File: src/rtl/lcd_timing_gen.sv
// lcd_timing_gen: parallel RGB LCD timing (pixel strobe, DE/HSYNC/VSYNC, x/y publish, registered colour).
// Define LCD_TEST_PATTERN_EN to replace the user colour with eight vertical colour bars.
module lcd_timing_gen #(
  parameter int CLK_DIV  = 3,
  parameter int H_ACTIVE = 480,
  parameter int H_FRONT  = 2,
  parameter int H_SYNC   = 41,
  parameter int H_BACK   = 2,
  parameter int V_ACTIVE = 272,
  parameter int V_FRONT  = 2,
  parameter int V_SYNC   = 10,
  parameter int V_BACK   = 2
) (
  input  logic       clock,
  input  logic       reset_n,
  input  logic [4:0] red_in,
  input  logic [5:0] green_in,
  input  logic [4:0] blue_in,
  output logic [8:0] x,
  output logic [8:0] y,
  output logic       pixel_en,
  output logic       frame_start,
  output logic       lcd_de,
  output logic       lcd_hsync,
  output logic       lcd_vsync,
  output logic [4:0] lcd_red,
  output logic [5:0] lcd_green,
  output logic [4:0] lcd_blue
);
  localparam int H_TOTAL = H_ACTIVE + H_FRONT + H_SYNC + H_BACK;
  localparam int V_TOTAL = V_ACTIVE + V_FRONT + V_SYNC + V_BACK;
  localparam int HW = $clog2(H_TOTAL);
  localparam int VW = $clog2(V_TOTAL);
  localparam int DW = CLK_DIV > 1 ? $clog2(CLK_DIV) : 1;
  localparam logic [DW-1:0] D_LAST = DW'(CLK_DIV - 1);
  localparam logic [HW-1:0] H_ACT = HW'(H_ACTIVE);
  localparam logic [HW-1:0] H_SB = HW'(H_ACTIVE + H_FRONT);
  localparam logic [HW-1:0] H_SE = HW'(H_ACTIVE + H_FRONT + H_SYNC - 1);
  localparam logic [HW-1:0] H_LAST = HW'(H_TOTAL - 1);
  localparam logic [VW-1:0] V_ACT = VW'(V_ACTIVE);
  localparam logic [VW-1:0] V_SB = VW'(V_ACTIVE + V_FRONT);
  localparam logic [VW-1:0] V_SE = VW'(V_ACTIVE + V_FRONT + V_SYNC - 1);
  localparam logic [VW-1:0] V_LAST = VW'(V_TOTAL - 1);
  logic [DW-1:0] div;
  logic [HW-1:0] hc;
  logic [VW-1:0] vc;
  logic h_act, v_act, vis, h_sync, v_sync, h_last, v_last;
  logic [4:0] r_src;
  logic [5:0] g_src;
  logic [4:0] b_src;
  always_comb begin
    h_act = hc < H_ACT;
    v_act = vc < V_ACT;
    vis = h_act && v_act;
    h_sync = hc >= H_SB && hc <= H_SE;
    v_sync = vc >= V_SB && vc <= V_SE;
    h_last = hc == H_LAST;
    v_last = vc == V_LAST;
    x = h_act ? 9'(hc) : '0;
    y = v_act ? 9'(vc) : '0;
    frame_start = pixel_en && h_last && v_last;
  end
`ifdef LCD_TEST_PATTERN_EN
  logic [2:0] bar;
  always_comb begin
    bar = 3'((32'(hc) * 8) / H_ACTIVE);
    r_src = {5{bar[2]}};
    g_src = {6{bar[1]}};
    b_src = {5{bar[0]}};
  end
`else
  always_comb begin
    r_src = red_in;
    g_src = green_in;
    b_src = blue_in;
  end
`endif
  // pixel_en is registered so it stays low in reset even when CLK_DIV is 1
  always_ff @(posedge clock or negedge reset_n) begin
    if (!reset_n) begin
      div <= '0;
      pixel_en <= 1'b0;
      hc <= '0;
      vc <= '0;
      lcd_de <= 1'b0;
      lcd_hsync <= 1'b1;
      lcd_vsync <= 1'b1;
      lcd_red <= '0;
      lcd_green <= '0;
      lcd_blue <= '0;
    end else begin
      div <= div == D_LAST ? '0 : div + DW'(1);
      pixel_en <= div == D_LAST;
      if (pixel_en) begin
        hc <= h_last ? '0 : hc + HW'(1);
        if (h_last) vc <= v_last ? '0 : vc + VW'(1);
        lcd_de <= vis;
        lcd_hsync <= !h_sync;
        lcd_vsync <= !v_sync;
        lcd_red <= vis ? r_src : '0;
        lcd_green <= vis ? g_src : '0;
        lcd_blue <= vis ? b_src : '0;
      end
    end
  end
endmodule

File: config.mk
export PLATFORM = sky130hd
export DESIGN_NAME = lcd_timing_gen
export DESIGN_NICKNAME = d
export VERILOG_FILES = /design/src/rtl/lcd_timing_gen.sv
export SDC_FILE = /design/constraint.sdc
export NUM_CORES = 1
export LEC_CHECK = 0
export ABC_AREA = 1
export BUFFER_PORTS_ARGS = -buffer_cell sky130_fd_sc_hd__clkbuf_2
export CORE_MARGIN = 4
export CORE_UTILIZATION = 36
export CTS_CLUSTER_SIZE = 24
export DETAILED_ROUTE_END_ITERATION = 8
export HOLD_SLACK_MARGIN = 0.1
export PLACE_DENSITY_LB_ADDON = 0.15
export RECOVER_POWER = 50
export SKIP_LAST_GASP = 1
export SYNTH_ARGS = -nofsm -noshare
export SYNTH_HDL_FRONTEND = slang
export SYNTH_SLANG_ARGS = --single-unit
File: constraint.sdc
create_clock -name clock -period 2 [get_ports clock]
set_input_delay 0.2 -clock clock [delete_from_list [all_inputs] [get_ports clock]]
set_output_delay 0.2 -clock clock [all_outputs]
set_load 0.05 [all_outputs]
==> results.md <==
* Gr ovfl total at 0
* Switching part of the total at 23.2%
* Sequential power share at 47.5%
* Critical path's slowest cell: dfrtp_1
* CTS tree: done
* Total CTS buffers at 5
* EDFF count, synth at 0
* Type of the tightest min-delay check: primary input to register
* Area Growth Syn to Fin at 24.8%
* Slew Viols, Final at 0
* Levels on crit path at 7
* Cell area after synthesis at 0.00218 sq mm
* Leak Pwr at 0.00145 uW
* Max-capacitance violation count at 0
* Antenna Nets Post-Route at 0
* Chip width at 85.8 microns
* Pre-Repair DR Iteration Count at 4
* Clock-pin slew on the worst setup and hold paths at 0.09 ns
* Reg2Reg Launch Point: hc[0]
* Tcrit/Tclk final at 93.9%
* Min Tclk post-route at 1.88 ns
* Req. time, crit path at 1.80 ns
* Max-Slew Margin vs Limit at 14.4%
* Nets at 378
* Longest Clk Path Bufs at 2
* Net Switching at 417 uW
* Worst Skew at 0.00667 ns
* Synth area leaders: dfrtp_1, nand2_1, nand3_1
* Share of cells above drive strength 1 at 20.2%
* Total Wirelength at 5210 microns
* Power share of the combinational group at 7.1%
* Final RePlAce weighted congestion at 0.787
* Core area at 0.00589 sq mm
* Vias per cell at 4.65
* Final hold violations at 0
* H-Tree Depth at 2
* Post-synth net total at 314
* CTS root buf: clkbuf_8
* Detailed placer's ending HPWL at 3850 microns
* Critical path class: register to output port
* Final setup margin at 0.122 ns
* Worst hold margin at 0.123 ns
* Pwr Total at 1800 uW
* N_diodes at 0
* Syn_area_per_cell at 7.46 sq um
* CP top delay family: simple AND/OR/NAND/NOR gates
* Setup violators final at 0
* Main synth FF type: dfrtp_1
* Hold path cells at 3
* Seq/Total Area, Yosys at 47.2%
* Synth unique cells at 26
* # IOs at 57
* Status: finished clean
* PortBufs at 56
* Peak VDD IR at 0.380 mV
* Vias after detailed routing at 2,010
* Dominant cell type by area after synthesis: dfrtp_1
* RSZ-0062 raised after global routing: yes
* DIE AREA at 0.00736 sq mm
* Num rows at 28
* Ys async rst share at 100%
* Top-area cell type share of the netlist area at 44.8%
* DP Worst Slack at 0.319 ns
* Worst path arrival time at 1.68 ns
* Initial Util at 37.0%
* Global-route wire length before repair at 8750 microns
* Clk_lat worst skew at 0.29 ns
* Die Y at 85.8 microns
* DRC viols at 0
* CP Launch Point: hc[0]
* Initial DRC count at 99
* Fmax at 533 MHz
* Post-synthesis register bit count at 41
* WL per Instance at 12.1 microns
* Critical Path Sink Type: output port
* Clock Power Share at 45.4%
* Post-Syn Instances at 292
* Critical path buffers and inverters at 3
* Worst setup endpoint: frame_start
* Worst path max stage delay at 0.43 ns
* Vias in the first global route at 1,875
* Startpoint types: register
* Synth Warn # at 0
* RR Endpoint: vc[5]
* Crit-path cells: inv_2 -> ha_1 -> inv_1 -> nor2_4 -> nand4_1 -> nor2_2 -> buf_6
* Clock Sinks at 41
* GRT Total Usage at 14.7%
* Least-Margin Pin Slew at 1.28 ns
* Pwr Density at 661 mW/mm^2
* Initial antenna violation count at 0
* Largest net degree at the start of global routing at 23
* Crit Path Max Fanout at 4
* Worst R2R Path Depth at 6
* Reg-to-reg slack, setup at 0.37 ns
* P_int at 1380 uW
worst min path at each step:
stage / endpoint / start / slack [ns]
floorplan: div[0] / reset_n / -0.1
global placement: hc[5] / reset_n / 0.24
detailed placement: hc[5] / reset_n / 0.23
CTS: lcd_blue[1] / blue_in[1] / 0.12
global route: lcd_blue[0] / blue_in[0] / 0.12
finish: lcd_blue[1] / blue_in[1] / 0.12
sequential cells by signal, indices dropped and copies added, names as in the netlist:
register,cells
hc,10
vc,9
lcd_green,6
lcd_blue,5
lcd_red,5
div,2
lcd_de,1
lcd_hsync,1
lcd_vsync,1
pixel_en,1
cell usage in the layout, fill, tap and decap left out, types with 2 or more instances in the layout:
cell,count
nand2_1,90
nor2_1,41
dfrtp_1,38
clkbuf_2,36
inv_1,35
nand3_1,33
clkbuf_1,16
o21ai_0,10
nand4_1,8
buf_4,6
clkbuf_8,5
ha_1,4
inv_2,3
nand2_2,3
nor2_2,3
xor2_1,3
o21ai_2,2
bufinv_16,2
dfstp_2,2
buf_2,2
stage by stage:
stage	std cells	cell area [sq um]	util, %	TNS [ns]
final	432	2720	46.2	0
after global routing	432	2720	46.2	-0.0174
after CTS	431	2710	46.1	0
after detailed placement	422	2560	43.5	0
after global placement	422	2560	43.5	0
after floorplan	292	2180	-	0
metal layers:
| layer | vias up | track usage, % | wire, microns | part of all wire [%] |
|---|---|---|---|---|
| li1 | 1040 | - | - | - |
| met1 | 926 | 20.9 | 2590 | 50 |
| met2 | 40 | 22.7 | 2350 | 45 |
| met3 | 4 | 2.98 | 225 | 4.3 |
| met4 | 0 | 4.32 | 46 | 0.88 |
| met5 | - | 0 | 0 | 0 |
worst reg2reg max path, delay by kind of cell, from the launching register on:
kind / cells / cell delay, ns
flip-flops: 1 / 0.43
adder cells (fa/ha/maj): 1 / 0.16
buffers and inverters: 2 / 0.15
AO/OA/AOI/OAI: 1 / 0.30
AND/OR/NAND/NOR: 2 / 0.50
power groups by stage:
stage | Clock, uW | Sequential, uW | Combinational [uW]
final | 816 | 853 | 127
after CTS | 840 | 853 | 133
after global placement | 0 | 870 | 131
after global routing | 877 | 856 | 136
after floorplan | 0 | 929 | 12.9
after detailed placement | 0 | 870 | 131
what timing repair did:
action / 4_1_cts / 5_1_grt
resized for setup: 1 / 12
pin swaps: 0 / 1
buffers inserted: 0 / 1
hold buffers: 1 / 0
endpoints found under the hold margin: 20 / 0
endpoints found under the setup margin: 1 / 7
cell type report:
| class | count | area, sq um |
|---|---|---|
| multi-input combinational | 206 | 970 |
| clock buffer | 5 | 68.8 |
| inverter | 38 | 143 |
| clock inverter | 3 | 68.8 |
| tap | 75 | 93.8 |
| sequential | 41 | 1030 |
| timing repair buffer | 64 | 344 |
| fill | 632 | 3170 |
cell families (layout without fill, tap and decap cells):
group           after synthesis  count (layout)  synth area share, %
simple gates                182             182                 35.4
buf+inv                      45             110                 8.73
flops                        41              41                 47.2
compound gates               16              16                 4.77
fa+ha+maj                     4               4                 2.30
xor+xnor                      4               4                 1.61
synthesized netlist by cell type (all sizes together) (2+ instances only):
| cell type | instances |
|---|---|
| nand2 | 93 |
| nor2 | 45 |
| dfrtp | 39 |
| inv | 38 |
| nand3 | 33 |
| o21ai | 13 |
| nand4 | 9 |
| buf | 6 |
| ha | 4 |
| xor2 | 3 |
| dfstp | 2 |
No activity file was read; power rests on OpenSTA's default activity.
